## src/rtl/multi_cycle_controller_pkg.sv

```systemverilog
// Shared types and encodings for the multi-cycle controller: FSM states,
// instruction classes, ALU codes, opcode/funct values and mux selects.
package multi_cycle_controller_pkg;

    typedef enum logic [2:0] {
        S_IDLE,
        S_FETCH,
        S_DECODE,
        S_EXEC,
        S_MEM,
        S_WB,
        S_HALT
    } state_e;

    typedef enum logic [3:0] {
        CL_ALU,
        CL_LW,
        CL_SW,
        CL_BEQ,
        CL_BNE,
        CL_J,
        CL_JAL,
        CL_JR,
        CL_ILLEGAL
    } instr_class_e;

    localparam logic [3:0] ALUC_ADDU = 4'b0000;
    localparam logic [3:0] ALUC_SUBU = 4'b0001;
    localparam logic [3:0] ALUC_ADD  = 4'b0010;
    localparam logic [3:0] ALUC_SUB  = 4'b0011;
    localparam logic [3:0] ALUC_AND  = 4'b0100;
    localparam logic [3:0] ALUC_OR   = 4'b0101;
    localparam logic [3:0] ALUC_XOR  = 4'b0110;
    localparam logic [3:0] ALUC_NOR  = 4'b0111;
    localparam logic [3:0] ALUC_LUI  = 4'b1001;
    localparam logic [3:0] ALUC_SLTU = 4'b1010;
    localparam logic [3:0] ALUC_SLT  = 4'b1011;
    localparam logic [3:0] ALUC_SRA  = 4'b1100;
    localparam logic [3:0] ALUC_SRL  = 4'b1101;
    localparam logic [3:0] ALUC_SLL  = 4'b1111;

    localparam logic [5:0] OP_RTYPE = 6'h00;
    localparam logic [5:0] OP_J     = 6'h02;
    localparam logic [5:0] OP_JAL   = 6'h03;
    localparam logic [5:0] OP_BEQ   = 6'h04;
    localparam logic [5:0] OP_BNE   = 6'h05;
    localparam logic [5:0] OP_ADDI  = 6'h08;
    localparam logic [5:0] OP_ADDIU = 6'h09;
    localparam logic [5:0] OP_SLTI  = 6'h0A;
    localparam logic [5:0] OP_SLTIU = 6'h0B;
    localparam logic [5:0] OP_ANDI  = 6'h0C;
    localparam logic [5:0] OP_ORI   = 6'h0D;
    localparam logic [5:0] OP_XORI  = 6'h0E;
    localparam logic [5:0] OP_LUI   = 6'h0F;
    localparam logic [5:0] OP_LW    = 6'h23;
    localparam logic [5:0] OP_SW    = 6'h2B;

    localparam logic [5:0] FN_SLL  = 6'h00;
    localparam logic [5:0] FN_SRL  = 6'h02;
    localparam logic [5:0] FN_SRA  = 6'h03;
    localparam logic [5:0] FN_SLLV = 6'h04;
    localparam logic [5:0] FN_SRLV = 6'h06;
    localparam logic [5:0] FN_SRAV = 6'h07;
    localparam logic [5:0] FN_JR   = 6'h08;
    localparam logic [5:0] FN_ADD  = 6'h20;
    localparam logic [5:0] FN_ADDU = 6'h21;
    localparam logic [5:0] FN_SUB  = 6'h22;
    localparam logic [5:0] FN_SUBU = 6'h23;
    localparam logic [5:0] FN_AND  = 6'h24;
    localparam logic [5:0] FN_OR   = 6'h25;
    localparam logic [5:0] FN_XOR  = 6'h26;
    localparam logic [5:0] FN_NOR  = 6'h27;
    localparam logic [5:0] FN_SLT  = 6'h2A;
    localparam logic [5:0] FN_SLTU = 6'h2B;

    localparam logic [4:0] EXT_NONE = 5'b00000;
    localparam logic [4:0] EXT1     = 5'b00001;
    localparam logic [4:0] EXT5     = 5'b00010;
    localparam logic [4:0] EXT16    = 5'b00100;
    localparam logic [4:0] EXT16S   = 5'b01000;
    localparam logic [4:0] EXT18S   = 5'b10000;

    localparam logic [1:0] RF_RD   = 2'd0;
    localparam logic [1:0] RF_RT   = 2'd1;
    localparam logic [1:0] RF_LINK = 2'd2;

    localparam logic [1:0] WB_ALU = 2'd0;
    localparam logic [1:0] WB_MEM = 2'd1;
    localparam logic [1:0] WB_PC  = 2'd2;

    localparam logic [1:0] PC_PLUS4  = 2'd0;
    localparam logic [1:0] PC_BRANCH = 2'd1;
    localparam logic [1:0] PC_JUMP   = 2'd2;
    localparam logic [1:0] PC_RS     = 2'd3;

    localparam logic [1:0] FAULT_NONE    = 2'd0;
    localparam logic [1:0] FAULT_ILLEGAL = 2'd1;
    localparam logic [1:0] FAULT_TIMEOUT = 2'd2;

    typedef struct packed {
        instr_class_e cls;
        logic [3:0]   aluc;
        logic [4:0]   ext_sel;
        logic         alu_a_sel;
        logic         alu_b_sel;
        logic [1:0]   rf_wsel;
        logic [1:0]   wb_sel;
    } ctrl_t;

    function automatic ctrl_t mk_ctrl(input instr_class_e cls, input logic [3:0] aluc,
                                      input logic [4:0] ext, input logic a_sel,
                                      input logic b_sel, input logic [1:0] rf,
                                      input logic [1:0] wb);
        ctrl_t c;
        c.cls       = cls;
        c.aluc      = aluc;
        c.ext_sel   = ext;
        c.alu_a_sel = a_sel;
        c.alu_b_sel = b_sel;
        c.rf_wsel   = rf;
        c.wb_sel    = wb;
        return c;
    endfunction

endpackage

```

## src/rtl/multi_cycle_controller_decoder.sv

```systemverilog
// Opcode/funct decode into per-instruction class and datapath selects.
// Purely combinational; only the opcode and funct fields are examined.
module instr_decoder
    import multi_cycle_controller_pkg::*;
(
    input  logic [31:0] i_instr,
    output ctrl_t       o_ctrl
);

    logic [5:0] w_op;
    logic [5:0] w_fn;
    logic       w_unused_fields;

    assign w_op            = i_instr[31:26];
    assign w_fn            = i_instr[5:0];
    assign w_unused_fields = ^i_instr[25:6];

    always_comb begin
        o_ctrl = mk_ctrl(CL_ILLEGAL, ALUC_ADDU, EXT_NONE, 1'b0, 1'b0, RF_RD, WB_ALU);
        if (w_op == OP_RTYPE) begin
            case (w_fn)
                FN_ADD:  o_ctrl = mk_ctrl(CL_ALU, ALUC_ADD,  EXT_NONE, 1'b0, 1'b0, RF_RD, WB_ALU);
                FN_ADDU: o_ctrl = mk_ctrl(CL_ALU, ALUC_ADDU, EXT_NONE, 1'b0, 1'b0, RF_RD, WB_ALU);
                FN_SUB:  o_ctrl = mk_ctrl(CL_ALU, ALUC_SUB,  EXT_NONE, 1'b0, 1'b0, RF_RD, WB_ALU);
                FN_SUBU: o_ctrl = mk_ctrl(CL_ALU, ALUC_SUBU, EXT_NONE, 1'b0, 1'b0, RF_RD, WB_ALU);
                FN_AND:  o_ctrl = mk_ctrl(CL_ALU, ALUC_AND,  EXT_NONE, 1'b0, 1'b0, RF_RD, WB_ALU);
                FN_OR:   o_ctrl = mk_ctrl(CL_ALU, ALUC_OR,   EXT_NONE, 1'b0, 1'b0, RF_RD, WB_ALU);
                FN_XOR:  o_ctrl = mk_ctrl(CL_ALU, ALUC_XOR,  EXT_NONE, 1'b0, 1'b0, RF_RD, WB_ALU);
                FN_NOR:  o_ctrl = mk_ctrl(CL_ALU, ALUC_NOR,  EXT_NONE, 1'b0, 1'b0, RF_RD, WB_ALU);
                FN_SLT:  o_ctrl = mk_ctrl(CL_ALU, ALUC_SLT,  EXT1,     1'b0, 1'b0, RF_RD, WB_ALU);
                FN_SLTU: o_ctrl = mk_ctrl(CL_ALU, ALUC_SLTU, EXT1,     1'b0, 1'b0, RF_RD, WB_ALU);
                FN_SLL:  o_ctrl = mk_ctrl(CL_ALU, ALUC_SLL,  EXT5,     1'b1, 1'b0, RF_RD, WB_ALU);
                FN_SRL:  o_ctrl = mk_ctrl(CL_ALU, ALUC_SRL,  EXT5,     1'b1, 1'b0, RF_RD, WB_ALU);
                FN_SRA:  o_ctrl = mk_ctrl(CL_ALU, ALUC_SRA,  EXT5,     1'b1, 1'b0, RF_RD, WB_ALU);
                FN_SLLV: o_ctrl = mk_ctrl(CL_ALU, ALUC_SLL,  EXT_NONE, 1'b0, 1'b0, RF_RD, WB_ALU);
                FN_SRLV: o_ctrl = mk_ctrl(CL_ALU, ALUC_SRL,  EXT_NONE, 1'b0, 1'b0, RF_RD, WB_ALU);
                FN_SRAV: o_ctrl = mk_ctrl(CL_ALU, ALUC_SRA,  EXT_NONE, 1'b0, 1'b0, RF_RD, WB_ALU);
                FN_JR:   o_ctrl = mk_ctrl(CL_JR,  ALUC_ADDU, EXT_NONE, 1'b0, 1'b0, RF_RD, WB_ALU);
                default: ;
            endcase
        end else begin
            case (w_op)
                OP_ADDI:  o_ctrl = mk_ctrl(CL_ALU, ALUC_ADD,  EXT16S,        1'b0, 1'b1, RF_RT, WB_ALU);
                OP_ADDIU: o_ctrl = mk_ctrl(CL_ALU, ALUC_ADDU, EXT16S,        1'b0, 1'b1, RF_RT, WB_ALU);
                OP_SLTI:  o_ctrl = mk_ctrl(CL_ALU, ALUC_SLT,  EXT16S | EXT1, 1'b0, 1'b1, RF_RT, WB_ALU);
                OP_SLTIU: o_ctrl = mk_ctrl(CL_ALU, ALUC_SLTU, EXT16S | EXT1, 1'b0, 1'b1, RF_RT, WB_ALU);
                OP_ANDI:  o_ctrl = mk_ctrl(CL_ALU, ALUC_AND,  EXT16,         1'b0, 1'b1, RF_RT, WB_ALU);
                OP_ORI:   o_ctrl = mk_ctrl(CL_ALU, ALUC_OR,   EXT16,         1'b0, 1'b1, RF_RT, WB_ALU);
                OP_XORI:  o_ctrl = mk_ctrl(CL_ALU, ALUC_XOR,  EXT16,         1'b0, 1'b1, RF_RT, WB_ALU);
                OP_LUI:   o_ctrl = mk_ctrl(CL_ALU, ALUC_LUI,  EXT16,         1'b0, 1'b1, RF_RT, WB_ALU);
                OP_LW:    o_ctrl = mk_ctrl(CL_LW,  ALUC_ADDU, EXT16S,        1'b0, 1'b1, RF_RT, WB_MEM);
                OP_SW:    o_ctrl = mk_ctrl(CL_SW,  ALUC_ADDU, EXT16S,        1'b0, 1'b1, RF_RT, WB_ALU);
                OP_BEQ:   o_ctrl = mk_ctrl(CL_BEQ, ALUC_SUBU, EXT18S,        1'b0, 1'b0, RF_RD, WB_ALU);
                OP_BNE:   o_ctrl = mk_ctrl(CL_BNE, ALUC_SUBU, EXT18S,        1'b0, 1'b0, RF_RD, WB_ALU);
                OP_J:     o_ctrl = mk_ctrl(CL_J,   ALUC_ADDU, EXT_NONE,      1'b0, 1'b0, RF_RD, WB_ALU);
                OP_JAL:   o_ctrl = mk_ctrl(CL_JAL, ALUC_ADDU, EXT_NONE,      1'b0, 1'b0, RF_LINK, WB_PC);
                default: ;
            endcase
        end
    end

endmodule

```

## src/rtl/multi_cycle_controller.sv

```systemverilog
// Multi-cycle CPU controller: FSM, memory wait counter and sticky fault.
// Strobes are decoded from the current state so reset clears them at once.
module multi_cycle_controller
    import multi_cycle_controller_pkg::*;
#(
    parameter int MEM_TIMEOUT  = 16,
    parameter int JAL_LINK_REG = 31
) (
    input  logic        clk,
    input  logic        rst_n,
    input  logic [31:0] instr,
    input  logic        zero,
    input  logic        mem_ready,
    output logic        mem_req,
    output logic        mem_we,
    output logic        i_or_d,
    output logic        ir_w,
    output logic        pc_w,
    output logic        reg_w,
    output logic [3:0]  aluc,
    output logic [4:0]  ext_sel,
    output logic        alu_a_sel,
    output logic        alu_b_sel,
    output logic [1:0]  rf_wsel,
    output logic [1:0]  wb_sel,
    output logic [1:0]  pc_sel,
    output logic        busy,
    output logic [1:0]  fault
);

    localparam int CNT_W = (MEM_TIMEOUT < 2) ? 1 : $clog2(MEM_TIMEOUT + 1);
    localparam logic [CNT_W-1:0] CNT_LAST = CNT_W'(MEM_TIMEOUT - 1);

    if (JAL_LINK_REG < 0 || JAL_LINK_REG > 31 || MEM_TIMEOUT < 0) begin : g_bad_param
        $error("multi_cycle_controller: parameter out of range");
    end

    state_e           r_state;
    logic [CNT_W-1:0] r_wait_cnt;
    logic [1:0]       r_fault;
    ctrl_t            w_ctrl;
    logic             w_timeout;

    instr_decoder u_decoder (
        .i_instr (instr),
        .o_ctrl  (w_ctrl)
    );

    // The cycle that would be the MEM_TIMEOUT-th wait without mem_ready trips the fault.
    assign w_timeout = (MEM_TIMEOUT != 0) && (r_wait_cnt == CNT_LAST);

    always_ff @(posedge clk or negedge rst_n) begin
        if (!rst_n) begin
            r_state    <= S_IDLE;
            r_wait_cnt <= '0;
            r_fault    <= FAULT_NONE;
        end else begin
            r_wait_cnt <= '0;
            case (r_state)
                S_IDLE: r_state <= S_FETCH;
                S_FETCH, S_MEM: begin
                    if (mem_ready) begin
                        if (r_state == S_FETCH)
                            r_state <= S_DECODE;
                        else if (w_ctrl.cls == CL_LW)
                            r_state <= S_WB;
                        else
                            r_state <= S_FETCH;
                    end else if (w_timeout) begin
                        r_fault <= FAULT_TIMEOUT;
                        r_state <= S_HALT;
                    end else begin
                        r_wait_cnt <= r_wait_cnt + CNT_W'(1);
                    end
                end
                S_DECODE: begin
                    case (w_ctrl.cls)
                        CL_J, CL_JAL, CL_JR: r_state <= S_FETCH;
                        CL_ILLEGAL: begin
                            r_fault <= FAULT_ILLEGAL;
                            r_state <= S_HALT;
                        end
                        default: r_state <= S_EXEC;
                    endcase
                end
                S_EXEC: begin
                    case (w_ctrl.cls)
                        CL_BEQ, CL_BNE: r_state <= S_FETCH;
                        CL_LW, CL_SW:   r_state <= S_MEM;
                        default:        r_state <= S_WB;
                    endcase
                end
                S_WB:    r_state <= S_FETCH;
                S_HALT:  r_state <= S_HALT;
                default: r_state <= S_IDLE;
            endcase
        end
    end

    always_comb begin
        mem_req   = 1'b0;
        mem_we    = 1'b0;
        i_or_d    = 1'b0;
        ir_w      = 1'b0;
        pc_w      = 1'b0;
        reg_w     = 1'b0;
        aluc      = 4'b0000;
        ext_sel   = EXT_NONE;
        alu_a_sel = 1'b0;
        alu_b_sel = 1'b0;
        rf_wsel   = RF_RD;
        wb_sel    = WB_ALU;
        pc_sel    = PC_PLUS4;
        busy      = (r_state != S_IDLE) && (r_state != S_HALT);
        fault     = r_fault;
        case (r_state)
            S_FETCH: begin
                mem_req = 1'b1;
                i_or_d  = 1'b0;
                if (mem_ready) begin
                    ir_w   = 1'b1;
                    pc_w   = 1'b1;
                    pc_sel = PC_PLUS4;
                end
            end
            S_DECODE: begin
                case (w_ctrl.cls)
                    CL_J: begin
                        pc_w   = 1'b1;
                        pc_sel = PC_JUMP;
                    end
                    CL_JAL: begin
                        pc_w    = 1'b1;
                        pc_sel  = PC_JUMP;
                        reg_w   = 1'b1;
                        rf_wsel = RF_LINK;
                        wb_sel  = WB_PC;
                    end
                    CL_JR: begin
                        pc_w   = 1'b1;
                        pc_sel = PC_RS;
                    end
                    default: ;
                endcase
            end
            S_EXEC, S_MEM: begin
                aluc      = w_ctrl.aluc;
                ext_sel   = w_ctrl.ext_sel;
                alu_a_sel = w_ctrl.alu_a_sel;
                alu_b_sel = w_ctrl.alu_b_sel;
                if (r_state == S_MEM) begin
                    mem_req = 1'b1;
                    i_or_d  = 1'b1;
                    mem_we  = (w_ctrl.cls == CL_SW);
                end else if (w_ctrl.cls == CL_BEQ || w_ctrl.cls == CL_BNE) begin
                    pc_sel = PC_BRANCH;
                    pc_w   = ((w_ctrl.cls == CL_BEQ) && zero) || ((w_ctrl.cls == CL_BNE) && !zero);
                end
            end
            S_WB: begin
                reg_w   = 1'b1;
                rf_wsel = w_ctrl.rf_wsel;
                wb_sel  = w_ctrl.wb_sel;
            end
            default: ;
        endcase
    end

endmodule

```

## config.mk

```make
export PLATFORM = sky130hd
export DESIGN_NAME = multi_cycle_controller
export DESIGN_NICKNAME = d
export VERILOG_FILES = /design/src/rtl/multi_cycle_controller_pkg.sv /design/src/rtl/multi_cycle_controller_decoder.sv /design/src/rtl/multi_cycle_controller.sv
export SDC_FILE = /design/constraint.sdc
export NUM_CORES = 1
export LEC_CHECK = 0
export CORE_UTILIZATION = 35
export DETAILED_ROUTE_END_ITERATION = 7
export PLACE_DENSITY = 0.66
export SKIP_CTS_REPAIR_TIMING = 1
export SLEW_MARGIN = 20
export SYNTH_ARGS = -nofsm -noshare
export SYNTH_HDL_FRONTEND = slang
export SYNTH_HIERARCHICAL = 1
export SYNTH_SLANG_ARGS = --single-unit
```

## constraint.sdc

```tcl
create_clock -name clk -period 7.6 [get_ports clk]
set_input_delay 1.52 -clock clk [delete_from_list [all_inputs] [get_ports clk]]
set_output_delay 1.52 -clock clk [all_outputs]
set_load 0.02 [all_outputs]
```

==> flow_metrics.py, run 1 <==
metrics = {
    "routing": {
        "wire_per_inst_um": 12.9,
        "drc": 0,
        "drt-initial-drc-count": 57,
        "drt_pass1_iterations": 4,
        "finalWirelength_um": 3420,
        "ant_nets": 0,
        "avgViaCountPerCell": 5.45,
        "vias": 1443,
    },
    "run": {
        "cap_viol_max_count": 0,
    },
    "synthesis": {
        "synth_area_leaders": "dfrtp_1 (18%), nor2_1 (6.3%), and2_1 (5.3%)",
        "yosys_warnings": 6,
        "synth_area_leader_cell": "dfrtp_1",
        "synth_edf_count": 0,
        "ys.flop_type": "dfrtp_1",
        "synth_seq_cells": 10,
        "synth_area_per_cell_um2": 7.55,
        "synth_most_common_cell": "nor2_1",
        "ys_seq_area_share_pct": 17.6,
        "synth_cell_types": 61,
        "syn_area_mm2": 0.00142,
        "yosysTopAreaCellShare_pct": 17.6,
        "async_flop_share_pct": 100,
        "synth_nets": 225,
        "synth_common_cells": "nor2_1 (24), nand2_1 (13), and2_1 (12)",
        "netlist_instances": 188,
    },
    "place": {
        "placed_cells": 261,
        "io_buffers": 41,
        "hpwl_um": 2590,
        "place.gp.congestion": 0.758,
    },
    "floorplanning": {
        "num_rows": 22,
        "core_mm2": 0.00377,
        "die_w_um": 65.7,
        "design.portCount": 62,
        "die_h_um": 65.7,
        "start_util_pct": 37.7,
        "die-area_mm2": 0.00432,
    },
    "setup_path": {
        "endpoint_kind": "output pin",
        "crit_fanout": 9,
        "critPathLaunchType": "primary input",
        "crit_type": "in2out",
        "worstPathArrival_ns": 4.86,
        "required_ns": 6.08,
    },
    "cells_and_area": {
        "layout-drive-gt1-share_pct": 9.68,
        "final_nets": 255,
        "fillCellCount": 381,
        "antenna_cells": 0,
        "areaGrowthSynthToFinish_pct": 29.2,
        "multi_input_area_mm2": 0.00104,
        "regArea_um2": 250,
        "stdcell_count": 265,
    },
    "pwr": {
        "p_sw_share_pct": 43.5,
        "leakagePower_uw": 0.000701,
        "power.switching_uw": 163,
        "seqPwrFrac_pct": 27.4,
        "power_frac_clock_pct": 17.7,
        "internal_power_uw": 211,
        "p_per_area_mw_per_mm2": 204,
        "ir_worst_vdd_uv": 117,
        "comb_power_share_pct": 54.9,
    },
    "global_route": {
        "first_global_vias": 1224,
        "grt_use_met1_pct": 23.3,
        "grt_pass1_wl_um": 5480,
        "grt.total_usage_pct": 16.0,
        "grt_overflow": 0,
        "grt_max_degree": 24,
        "antenna_found_initial": 0,
        "grt_use_met3_pct": 2.78,
        "top_usage_layer": "met2",
        "grt_util_met2_pct": 24.5,
    },
    "timing": {
        "fin_crit_ns": 6.38,
        "tightestPinTransition_ns": 0.786,
        "max_slew_margin_pct": 47.5,
        "rsz0062_at_grt": "false",
        "slew_violations": 0,
        "hold_viol_final": 0,
        "fmax_mhz": 157,
        "period_share_pct": 83.9,
        "setup_viol": 0,
        "skew_ns": 0.000888,
        "fin_setup_tns_ns": 0,
    },
    "clocking": {
        "clock_sinks": 10,
        "clk_path_buf_depth": 2,
        "cts-root-buf": "clkbuf_8",
        "htreeDepth": 1,
        "cts_tree": "done",
        "insertion_delay_ns": 0.24,
        "numCtsBuffers": 3,
        "clk_pin_slew_ns": 0.05,
    },
    "run_status": {
        "status": "completed",
    },
    "hold_path": {
        "min-delay-path-class": "reg2reg",
    },
}
[power by group through the flow]
stage | clock (uW) | sequential (uW) | combinational (uW)
after floorplan | 0 | 78.3 | 174
after global placement | 0 | 103 | 206
after detailed placement | 0 | 103 | 207
after CTS | 68.3 | 102 | 208
after global routing | 71.1 | 106 | 225
final | 66.4 | 103 | 206
[flip-flops by register name, summed over array words and instances, names as in the netlist]
| register | flops |
|---|---|
| r_wait_cnt | 5 |
| r_state | 3 |
| fault | 2 |
[per-stage QoR]
stage,hold slack [ns],setup slack [ns],instance area [um^2],total power [uW],utilization (%)
2_1_floorplan,0.440,2.54,1420,252,-
3_3_place_gp,0.462,1.20,1780,309,47.2
3_5_place_dp,0.466,1.25,1780,310,47.2
4_1_cts,0.476,1.23,1830,378,48.6
5_1_grt,0.481,0.895,1830,403,48.6
6_report,0.470,1.22,1830,374,48.6
[cell families after synthesis]
| kind of cell | synth area share, % |
|---|---|
| simple gates | 41.9 |
| compound gates | 25.6 |
| buf+inv | 9.43 |
| flops | 17.6 |
| xor+xnor | 2.47 |
| mux | 2.11 |
| fa+ha+maj | 0.881 |
[area by class of cell]
type | count | share of cell area [%]
clock buffers | 4 | 3.00
inverters | 4 | 0.819
multi-input cells | 157 | 56.5
flip-flops and latches | 10 | 13.6
well taps | 48 | 3.27
repair buffers | 42 | 22.8
[path summary, 6_finish.rpt]
kind / end / slack, ns / cells past startpoint / from
max: pc_w / 1.22 / 11 / instr[27]
max in group asynchronous: fault[1] / 5.68 / 1 / rst_n
max reg2reg: r_state[2] / 5.90 / 4 / r_state[0]
min in group asynchronous: r_wait_cnt[0] / 1.61 / 1 / rst_n
min: fault[0] / 0.47 / 1 / fault[0]
min reg2reg: fault[0] / 0.47 / 1 / fault[0]
[layer usage]
layer | wire length, um | part of all wire [%]
met1 | 1730 | 51
met2 | 1550 | 45
met3 | 118 | 3.5
met4 | 13 | 0.38
met5 | 0 | 0
[placed cells by master, fill, tap and decap left out, types with 2 or more instances in the layout]
| cell | synthesis | layout |
|---|---|---|
| nor2b_4 | 2 | 2 |
| nor3_1 | 7 | 7 |
| o2bb2ai_1 | 2 | 2 |
| a2bb2oi_1 | 2 | 2 |
| a21o_1 | 3 | 3 |
| o21a_1 | 2 | 2 |
| nor4_1 | 5 | 5 |
| and3_1 | 5 | 5 |
| a31o_2 | 2 | 2 |
| nand2b_1 | 3 | 3 |
| and2_1 | 12 | 12 |
| nand2_1 | 13 | 13 |
| o21ai_0 | 4 | 4 |
| a31oi_1 | 2 | 2 |
| a21oi_1 | 11 | 11 |
| clkbuf_8 | 1 | 4 |
| xnor2_1 | 3 | 3 |
| o22ai_1 | 4 | 4 |
| o21ai_2 | 2 | 2 |
| clkdlybuf4s50_1 | 0 | 41 |
| nand3_1 | 7 | 7 |
| inv_1 | 4 | 4 |
| nor2_1 | 24 | 24 |
| nor2b_1 | 7 | 7 |
| and2b_1 | 2 | 2 |
| dfrtp_1 | 10 | 10 |
| mux2i_1 | 3 | 3 |
[critical path: stages]
cell and delay, ns:
clkdlybuf4s50_1 0.64, nor2b_1 0.47, nor2_1 0.10, o31a_1 0.24
o32ai_1 0.65, nand2_1 0.20, nor2_1 0.14, nand2_1 0.05
o21ai_0 0.07, a311o_1 0.18, clkdlybuf4s50_1 0.60
No activity file was read; power rests on OpenSTA's default activity.
==> inputs of run 2 (changes only) <==
==> constraint.sdc (replaced) <==
create_clock -name clk -period 6.4 [get_ports clk]
set_input_delay 1.28 -clock clk [delete_from_list [all_inputs] [get_ports clk]]
set_output_delay 1.28 -clock clk [all_outputs]
set_load 0.02 [all_outputs]
==> flow_metrics.py, run 2 (synthesis gave the netlist of run 1 again) <==
metrics = {
    "hold_path": {
        "holdPathStages": 1,
        "min-delay-path-class": "reg2reg",
        "hp-start": "r_wait_cnt[0]",
        "min_to": "r_wait_cnt[0]",
    },
    "timing": {
        "hold_viol_final": 0,
        "setup_viol": 0,
        "fin_setup_tns_ns": 0,
        "period_share_pct": 90.5,
        "fin_crit_ns": 5.79,
        "max_slew_margin_pct": 54.1,
        "setup_slack_ns": 0.608,
        "fmax_mhz": 173,
        "skew_ns": 0.00364,
        "slew_violations": 0,
        "rsz0062_at_grt": "false",
        "tightestPinTransition_ns": 0.688,
    },
    "cells_and_area": {
        "post-route-util_pct": 49.0,
        "final_nets": 257,
        "regArea_um2": 250,
        "antenna_cells": 0,
        "areaGrowthSynthToFinish_pct": 30.2,
        "layout_common_cells": "clkdlybuf4s50_1 (41), nor2_1 (24), nand2_1 (13)",
        "multi_input_area_mm2": 0.00104,
        "layout-drive-gt1-share_pct": 10.5,
        "largest_reg_flops": 5,
        "fillCellCount": 386,
        "top_register": "r_wait_cnt",
        "final_common_cell": "clkdlybuf4s50_1",
    },
    "run": {
        "cap_viol_max_count": 0,
    },
    "floorplanning": {
        "die_h_um": 65.7,
        "design.portCount": 62,
        "die_w_um": 65.7,
        "die-area_mm2": 0.00432,
        "core_mm2": 0.00377,
        "num_rows": 22,
        "start_util_pct": 37.7,
    },
    "global_route": {
        "antenna_found_initial": 0,
        "grt_pass1_wl_um": 5830,
        "first_global_vias": 1292,
        "grt_max_degree": 24,
        "grt.total_usage_pct": 16.9,
        "grt_overflow": 0,
    },
    "routing": {
        "drt_pass1_iterations": 4,
        "vias": 1452,
        "avgViaCountPerCell": 5.44,
        "ant_nets": 0,
        "finalWirelength_um": 3340,
        "drt-initial-drc-count": 65,
        "wire_per_inst_um": 12.5,
        "drc": 0,
    },
    "setup_path": {
        "crit_type": "in2out",
        "rr_startpoint": "r_state[0]",
        "reg2reg_to": "r_state[2]",
        "crit_fanout": 9,
        "reg2reg_slack_ns": 4.67,
        "required_ns": 5.12,
        "reg2reg_depth": 4,
        "endpoint_kind": "output pin",
        "critPathLaunchType": "primary input",
        "worstPathArrival_ns": 4.51,
    },
    "place": {
        "io_buffers": 41,
        "hpwl_um": 2590,
        "place.gp.congestion": 0.764,
        "post-place-ws_ns": 0.635,
    },
    "clocking": {
        "insertion_delay_ns": 0.23,
        "cts-root-buf": "clkbuf_8",
        "clk_path_buf_depth": 2,
        "clk_pin_slew_ns": 0.05,
        "htreeDepth": 1,
        "cts_tree": "done",
        "clock_sinks": 10,
        "numCtsBuffers": 3,
    },
    "pwr": {
        "p_per_area_mw_per_mm2": 240,
        "leakagePower_uw": 0.000711,
        "ir_worst_vdd_uv": 131,
    },
    "run_status": {
        "status": "completed",
    },
}
[run 2: cell types whose count changed in the layout (fill, tap and decap cells not counted), sizes merged]
cell	change
buf	+2
[run 2: per-layer routing]
metal	share of wire, %	up-vias	global-route usage, %
met5	0	-	0
met4	0.81	0	4.08
met3	3.1	2	2.60
met2	45	26	24.5
met1	51	681	25.5
li1	-	743	-
[run 2: critical path, stage by stage]
cell             delay [ns]
clkdlybuf4s50_1        0.63
nor2b_1                0.49
mux2i_1                0.15
o32a_1                 0.31
o22ai_1                0.44
nand2_1                0.19
nor2_1                 0.12
nand2_1                0.05
o21ai_0                0.06
a311o_1                0.18
clkdlybuf4s50_1        0.60
[run 2: final cells by class]
type	count	share of cell area, %
Tap cell	48	3.25
Clock buffer	4	2.98
Multi-Input combinational cell	157	56.0
Timing Repair Buffer	44	23.4
Sequential cell	10	13.5
Inverter	4	0.812
[run 2: per-stage QoR]
stage / power (uW) / area [um^2] / hold slack [ns] / std cells
2_1_floorplan: 299 / 1420 / 0.440 / 188
3_5_place_dp: 369 / 1790 / 0.468 / 263
6_report: 443 / 1850 / 0.470 / 267
3_3_place_gp: 367 / 1790 / 0.463 / 263
4_1_cts: 448 / 1850 / 0.474 / 267
5_1_grt: 481 / 1850 / 0.505 / 267
[run 2: where the power goes]
group | internal, uW | switching, uW
clock network | 54.0 | 23.5
logic | 119 | 125
registers | 79.2 | 42.4
total | 252 | 191
[run 2: how the worst max path moves through the flow]
stage	startpoint	endpoint	slack [ns]	depth (start not counted)
4_1_cts	instr[27]	pc_w	0.61	11
5_1_grt	instr[27]	pc_w	0.29	11
3_5_place_dp	instr[27]	pc_w	0.64	11
2_1_floorplan	instr[27]	pc_sel[0]	1.82	10
6_report	instr[27]	pc_w	0.61	11
3_3_place_gp	instr[27]	pc_w	0.63	11
